### src/rtl/core_input_writer_pkg.sv
// Shared SHA job-input definitions: job byte layout, the core-facing hash state and
// the writer FSM encoding.
package core_input_writer_pkg;

  localparam int unsigned JOB_BYTES      = 44;
  localparam int unsigned MIDSTATE_BYTES = 32;
  localparam int unsigned W1_OFF         = 32;
  localparam int unsigned W2_OFF         = 36;
  localparam int unsigned W3_OFF         = 40;

  // Byte index width; covers any job up to 64 bytes.
  localparam int unsigned IDX_W = 6;

  typedef struct packed {
    logic [31:0] a;
    logic [31:0] b;
    logic [31:0] c;
    logic [31:0] d;
    logic [31:0] e;
    logic [31:0] f;
    logic [31:0] g;
    logic [31:0] h;
  } HashState;

  typedef enum logic [1:0] {
    StIdle,
    StLoad,
    StIssue
  } writer_state_e;

  // The first byte received lands in the most significant position.
  function automatic logic [31:0] be_word(input logic [7:0] b0, input logic [7:0] b1,
                                          input logic [7:0] b2, input logic [7:0] b3);
    return {b0, b1, b2, b3};
  endfunction

endpackage

### src/rtl/core_inputs_ifc.sv
// Bundle of job inputs presented to a hashing core; the writer drives, the core reads.
interface coreInputsIfc;

  logic                            valid;
  logic                            newblock;
  core_input_writer_pkg::HashState hashstate;
  logic [31:0]                     w1;
  logic [31:0]                     w2;
  logic [31:0]                     w3;

  modport writer (
    output valid,
    output newblock,
    output hashstate,
    output w1,
    output w2,
    output w3
  );

  modport reader (
    input valid,
    input newblock,
    input hashstate,
    input w1,
    input w2,
    input w3
  );

endinterface

### src/rtl/core_input_shadow_buffer.sv
// Byte-addressed staging storage for one job while it streams in from the host.
module core_input_shadow_buffer
  import core_input_writer_pkg::*;
#(
  parameter int unsigned NumBytes = JOB_BYTES
) (
  input  logic                     clk,
  input  logic                     rst,
  input  logic                     clear_i,
  input  logic                     wr_en_i,
  input  logic [IDX_W-1:0]         wr_idx_i,
  input  logic [7:0]               wr_data_i,
  output logic [NumBytes-1:0][7:0] bytes_o
);

  logic [NumBytes-1:0][7:0] mem_q;
  logic [NumBytes-1:0][7:0] mem_d;

  always_comb begin
    mem_d = mem_q;
    if (clear_i) begin
      mem_d = '0;
    end else if (wr_en_i && (32'(wr_idx_i) < NumBytes)) begin
      mem_d[wr_idx_i] = wr_data_i;
    end
  end

  always_ff @(posedge clk) begin
    if (rst) begin
      mem_q <= '0;
    end else begin
      mem_q <= mem_d;
    end
  end

  assign bytes_o = mem_q;

endmodule

### src/rtl/core_input_writer.sv
// Collects a job byte stream into a shadow buffer and hands complete jobs to the core
// in a single cycle, pulsing newblock so the core restarts on the new job.
module core_input_writer #(
  parameter int unsigned JOB_BYTES = core_input_writer_pkg::JOB_BYTES
) (
  input  logic         clk,
  input  logic         rst,
  input  logic [7:0]   data_i,
  input  logic         data_valid_i,
  output logic         data_ready_o,
  input  logic         abort_i,
  coreInputsIfc.writer out,
  output logic [15:0]  jobs_issued_o
);

  import core_input_writer_pkg::*;

  localparam logic [IDX_W-1:0] LastIdx = IDX_W'(JOB_BYTES - 1);

  writer_state_e state_q, state_d;
  logic [IDX_W-1:0] idx_q, idx_d;
  logic [15:0]      jobs_q, jobs_d;

  logic accept;
  logic buf_wr;
  logic buf_clr;
  logic issue;

  logic [JOB_BYTES-1:0][7:0] job_bytes;

  logic [8*MIDSTATE_BYTES-1:0] hs_flat;
  HashState                    hs_new;
  logic [31:0]                 w1_new, w2_new, w3_new;

  HashState    hs_q;
  logic [31:0] w1_q, w2_q, w3_q;
  logic        valid_q;
  logic        newblock_q;

  core_input_shadow_buffer #(
    .NumBytes(JOB_BYTES)
  ) u_shadow (
    .clk      (clk),
    .rst      (rst),
    .clear_i  (buf_clr),
    .wr_en_i  (buf_wr),
    .wr_idx_i (idx_q),
    .wr_data_i(data_i),
    .bytes_o  (job_bytes)
  );

  // Unpack the buffered job into core words; only sampled on issue.
  always_comb begin
    hs_flat = '0;
    for (int unsigned i = 0; i < MIDSTATE_BYTES / 4; i++) begin
      hs_flat[8*MIDSTATE_BYTES-1-32*i -: 32] = be_word(job_bytes[4*i], job_bytes[4*i+1],
                                                       job_bytes[4*i+2], job_bytes[4*i+3]);
    end
    hs_new = HashState'(hs_flat);
    w1_new = be_word(job_bytes[W1_OFF], job_bytes[W1_OFF+1],
                     job_bytes[W1_OFF+2], job_bytes[W1_OFF+3]);
    w2_new = be_word(job_bytes[W2_OFF], job_bytes[W2_OFF+1],
                     job_bytes[W2_OFF+2], job_bytes[W2_OFF+3]);
    w3_new = be_word(job_bytes[W3_OFF], job_bytes[W3_OFF+1],
                     job_bytes[W3_OFF+2], job_bytes[W3_OFF+3]);
  end

  always_comb begin
    state_d      = state_q;
    idx_d        = idx_q;
    buf_wr       = 1'b0;
    buf_clr      = 1'b0;
    issue        = 1'b0;
    data_ready_o = (state_q != StIssue);
    accept       = data_valid_i && data_ready_o;

    unique case (state_q)
      StIdle: begin
        if (accept) begin
          buf_wr  = 1'b1;
          idx_d   = idx_q + 1'b1;
          state_d = StLoad;
        end
      end
      StLoad: begin
        if (accept) begin
          buf_wr = 1'b1;
          if (idx_q == LastIdx) begin
            idx_d   = '0;
            state_d = StIssue;
          end else begin
            idx_d = idx_q + 1'b1;
          end
        end
      end
      StIssue: begin
        issue   = 1'b1;
        state_d = StIdle;
      end
      default: state_d = StIdle;
    endcase

    // Abort wins over everything, including a pending issue and a same-cycle byte.
    if (abort_i) begin
      state_d = StIdle;
      idx_d   = '0;
      buf_wr  = 1'b0;
      buf_clr = 1'b1;
      issue   = 1'b0;
    end

    jobs_d = issue ? jobs_q + 16'd1 : jobs_q;
  end

  always_ff @(posedge clk) begin
    if (rst) begin
      state_q    <= StIdle;
      idx_q      <= '0;
      jobs_q     <= '0;
      valid_q    <= 1'b0;
      newblock_q <= 1'b0;
      hs_q       <= '0;
      w1_q       <= '0;
      w2_q       <= '0;
      w3_q       <= '0;
    end else begin
      state_q    <= state_d;
      idx_q      <= idx_d;
      jobs_q     <= jobs_d;
      newblock_q <= issue;
      if (issue) begin
        valid_q <= 1'b1;
        hs_q    <= hs_new;
        w1_q    <= w1_new;
        w2_q    <= w2_new;
        w3_q    <= w3_new;
      end
    end
  end

  assign out.valid     = valid_q;
  assign out.newblock  = newblock_q;
  assign out.hashstate = hs_q;
  assign out.w1        = w1_q;
  assign out.w2        = w2_q;
  assign out.w3        = w3_q;
  assign jobs_issued_o = jobs_q;

endmodule

### src/flat_wrapper.sv
// flat-port wrapper written by rule: the top's interface ports become plain ports
module core_input_writer_flat import core_input_writer_pkg::*;
#(
  parameter int unsigned JOB_BYTES = core_input_writer_pkg::JOB_BYTES
)
  (clk, rst, data_i, data_valid_i, data_ready_o, abort_i, jobs_issued_o, out_valid, out_newblock, out_hashstate, out_w1, out_w2, out_w3);
  coreInputsIfc out_i ();
  input  logic clk;
  input  logic rst;
  input  logic [7:0] data_i;
  input  logic data_valid_i;
  output logic data_ready_o;
  input  logic abort_i;
  output logic [15:0] jobs_issued_o;
  output wire logic [$bits(out_i.valid)-1:0] out_valid;
  output wire logic [$bits(out_i.newblock)-1:0] out_newblock;
  output wire logic [$bits(out_i.hashstate)-1:0] out_hashstate;
  output wire logic [$bits(out_i.w1)-1:0] out_w1;
  output wire logic [$bits(out_i.w2)-1:0] out_w2;
  output wire logic [$bits(out_i.w3)-1:0] out_w3;
  assign out_valid = out_i.valid;
  assign out_newblock = out_i.newblock;
  assign out_hashstate = out_i.hashstate;
  assign out_w1 = out_i.w1;
  assign out_w2 = out_i.w2;
  assign out_w3 = out_i.w3;
  core_input_writer #(.JOB_BYTES(JOB_BYTES)) u_core (.clk(clk), .rst(rst), .data_i(data_i), .data_valid_i(data_valid_i), .data_ready_o(data_ready_o), .abort_i(abort_i), .out(out_i), .jobs_issued_o(jobs_issued_o));
endmodule
### config.mk
export PLATFORM = sky130hd
export DESIGN_NAME = core_input_writer_flat
export DESIGN_NICKNAME = d
export VERILOG_FILES = /design/src/rtl/core_input_writer_pkg.sv /design/src/rtl/core_inputs_ifc.sv /design/src/rtl/core_input_shadow_buffer.sv /design/src/rtl/core_input_writer.sv /design/src/flat_wrapper.sv
export SDC_FILE = /design/constraint.sdc
export NUM_CORES = 2
export LEC_CHECK = 0
export CAP_MARGIN = 30
export CORE_MARGIN = 3
export CORE_UTILIZATION = 60
export CTS_BUF_LIST = sky130_fd_sc_hd__clkbuf_8
export DETAILED_ROUTE_END_ITERATION = 8
export PLACE_DENSITY = 0.87
export SYNTH_ARGS = -nofsm -noshare
export SYNTH_HDL_FRONTEND = slang
export SYNTH_SLANG_ARGS = --single-unit
### constraint.sdc
create_clock -name clk -period 4.7 [get_ports clk]
set_input_delay 0.94 -clock clk [delete_from_list [all_inputs] [get_ports clk]]
set_output_delay 0.94 -clock clk [all_outputs]
set_load 0.02 [all_outputs]
==> flow_metrics.py <==
metrics = {
    "global_routing": {
        "grt_usage_pct": 30.74,
        "grt_pass1_wl_um": 115200,
        "grt_start_max_net_pins": 191,
        "grt-ovfl-total": 0,
        "grt_pass1_vias": 21710,
        "antenna_found_initial": 2,
    },
    "drt": {
        "routedWlPerCell_um": 19.24,
        "first_pass_iters": 6,
        "drc": 0,
        "postRouteAntennaNets": 0,
        "drt-total-wl_um": 73950,
        "via_per_inst": 5.628,
        "drtIter0Drc": 1816,
        "vias": 21630,
    },
    "placement": {
        "dp_hpwl_um": 45110,
        "dp.cells": 3643,
        "placed_area_mm2": 0.03005,
        "port-buffer-count": 382,
        "place_ws_ns": 1.288,
        "gp_congestion": 0.8286,
    },
    "floorplan": {
        "fp.dieW_um": 214.7,
        "initial_utilization_pct": 61.49,
        "core_mm2": 0.04251,
        "dieArea_mm2": 0.04610,
        "rows": 75,
        "die_y_um": 214.7,
        "io_pins": 383,
    },
    "synth": {
        "syn-instance-count": 2872,
        "syn_area_mm2": 0.02614,
        "muxShareOfSynthArea_pct": 13.48,
        "ys_seq_area_share_pct": 55.91,
        "synth_top_family_by_area": "simple AND/OR/NAND/NOR gates",
        "yosysWarnings": 0,
        "synth-compound-area-share_pct": 7.209,
        "synth.distinct_cells": 46,
        "syn-num-nets": 2886,
        "synth_fa_ha_area_share_pct": 0.09574,
        "synth_xor_area_share_pct": 0.3351,
        "yosys_register_bits": 730,
        "synth_area_per_cell_um2": 9.101,
        "synthSimpleGateAreaFrac_pct": 19.20,
    },
    "timing": {
        "worst_slack_ns": 1.544,
        "setup_viol": 0,
        "fmax_ghz": 0.3169,
        "worstMarginPinSlew_ns": 0.9474,
        "skew_ns": 0.03016,
        "whs_ns": 0.4357,
        "period_share_pct": 67.14,
        "hold_viol_final": 0,
        "rsz0062_at_grt": "no",
        "maxSlewHeadroom_pct": 36.71,
        "slew_viol_final": 0,
        "tns_ns": 0,
        "fin_crit_ns": 3.156,
    },
    "worst_setup_path": {
        "worstPathArrival_ns": 2.22,
        "reg2reg_to": "u_core.out.w3[21]$_SDFFE_PP0P_",
        "cp_slowest_cell": "clkdlybuf4s50_1",
        "r2r_start": "u_core.state_q[0]$_SDFFE_PP0P_",
        "reg2reg_slack_ns": 2.22,
        "cp-start-kind": "flip-flop",
        "r2r.worst_path.cells": 5,
        "critPathMaxStageDelay_ns": 0.64,
        "critPathRequiredTime_ns": 3.76,
        "worstSetupEndpointType": "output port",
        "crit_start": "u_core.state_q[1]$_SDFFE_PP0P_",
        "worstPathCellList": "nand2b_1 -> clkdlybuf4s50_1",
        "critPathMaxFanout": 10,
        "critPathKind": "reg2out",
    },
    "clock_tree": {
        "clk_pin_slew_ns": 0.06,
        "ctsLongestPathBuffers": 3,
        "cts-root-buf": "clkbuf_8",
        "clkSinkCount": 730,
        "postCtsSetupBuffers": 0,
        "ctsHoldBuffers": 0,
        "post_cts_resized": 0,
        "cts_tree": "yes",
        "worst_skew_pair.late_latency_ns": 0.72,
        "cts_buffers": 112,
        "htreeDepth": 3,
    },
    "cells_and_area": {
        "final_common_cell": "dfxtp_1",
        "drive_above_1_share_pct": 7.930,
        "seqCellArea_mm2": 0.01461,
        "multi_input_area_mm2": 0.01056,
        "area_growth_pct": 23.63,
        "final_cells": 3843,
        "diodes": 0,
        "final_nets": 3194,
        "fill_cells": 2753,
        "fin_area_mm2": 0.03232,
        "post-route-util_pct": 76.02,
        "most-common-layout-cells": "dfxtp_1 (730), nand2_1 (717), clkdlybuf4s50_1 (373)",
    },
    "power_and_ir_drop": {
        "p_int_mw": 9.040,
        "swShare_pct": 22.55,
        "p_clk_share_pct": 44.8,
        "p_per_area_mw_per_mm2": 361.2,
        "ir_worst_vdd_uv": 293.5,
        "comb_power_share_pct": 2.2,
        "total_power_mw": 11.67,
        "seqPwrFrac_pct": 53.1,
        "p_leak_nw": 13.20,
        "power.net_switching_mw": 2.632,
    },
    "min_path": {
        "min_path_cells": 2,
        "min_path_type": "reg2reg",
        "min_to": "u_core.out.w3[1]$_SDFFE_PP0P_",
        "hp-start": "u_core.u_shadow.bytes_o[345]$_SDFFE_PP0P_",
    },
    "job": {
        "max_cap_violations": 0,
    },
    "status": {
        "outcome": "completed",
    },
}
-- flip-flops by register name (all words and copies together), names as in the netlist, 2 cells and up --
register	count
u_core.jobs_issued_o	16
u_core.u_shadow.bytes_o	352
u_core.out.w1	32
u_core.state_q	2
u_core.out.hashstate	256
u_core.out.w2	32
u_core.idx_q	6
u_core.out.w3	32
-- Yosys cell counts, drive strengths merged --
cell type	number	area (um2)
and4	1	8.760
or4	2	15.01
or3	5	32.53
or4b	1	10.01
nand4	7	50.05
mux2i	352	3523
xor2	9	78.83
clkbuf	139	531.8
and4bb	1	12.51
buf	85	452.9
o31ai	1	7.510
ha	2	25.02
nor2b	4	25.02
or2	2	12.51
nor2	368	1384
nor4bb	1	10.01
nor4b	2	32.53
o21ai	5	25.02
dfxtp	730	14610
nand2	717	2691
o211ai	1	7.510
and3	7	43.79
nor3	2	21.27
nand3	47	530.5
xnor2	1	8.760
and3b	3	26.28
and2	2	12.51
a31oi	1	6.260
nand2b	2	12.51
a2111oi	1	8.760
nor3b	6	88.83
a21oi	364	1822
a211oi	1	7.510
-- worst max-delay path, delay by kind of cell (launching register included) --
| family | cells | cell delay (ns) |
|---|---|---|
| buffers and inverters | 1 | 0.64 |
| DFF | 1 | 0.57 |
| and+or+nand+nor | 1 | 0.32 |
-- metal layers --
metal	wire (um)	track usage (%)	part of all wire (%)
met1	29450	37.80	40
met2	35830	51.35	48
met3	5969	7.797	8.1
met4	2686	13.44	3.6
met5	23	0	0.031
-- cell type report --
cell class / count / area share (%)
multi-input cells: 1918 / 32.67
flip-flops and latches: 730 / 45.22
well taps: 577 / 2.234
clock buffers: 145 / 6.175
repair buffers: 418 / 12.86
clock inverters: 55 / 0.8363
-- cells by family after synthesis --
family / after synthesis
fa+ha+maj: 2
compound gates: 374
buf+inv: 224
mux: 352
flops: 730
simple gates: 1180
xor+xnor: 10
-- how the worst max path moves through the flow --
stage | to | cells past startpoint | slack [ns]
after floorplan | u_core.u_shadow.bytes_o[263]$_SDFFE_PP0P_ | 7 | 2.45
after global placement | u_core.u_shadow.bytes_o[238]$_SDFFE_PP0P_ | 6 | 1.42
after detailed placement | u_core.u_shadow.bytes_o[219]$_SDFFE_PP0P_ | 6 | 1.29
after CTS | data_ready_o | 2 | 1.46
after global routing | data_ready_o | 2 | 1.37
final | data_ready_o | 2 | 1.54
-- power by group through the flow --
stage | clock network (mW) | registers [mW] | logic, mW
3_5_place_dp | 0 | 6.33 | 0.247
5_1_grt | 5.55 | 6.19 | 0.263
2_1_floorplan | 0 | 6.33 | 0.164
4_1_cts | 5.27 | 6.19 | 0.247
6_report | 5.22 | 6.19 | 0.254
3_3_place_gp | 0 | 6.33 | 0.243
No activity file was read; power rests on OpenSTA's default activity.
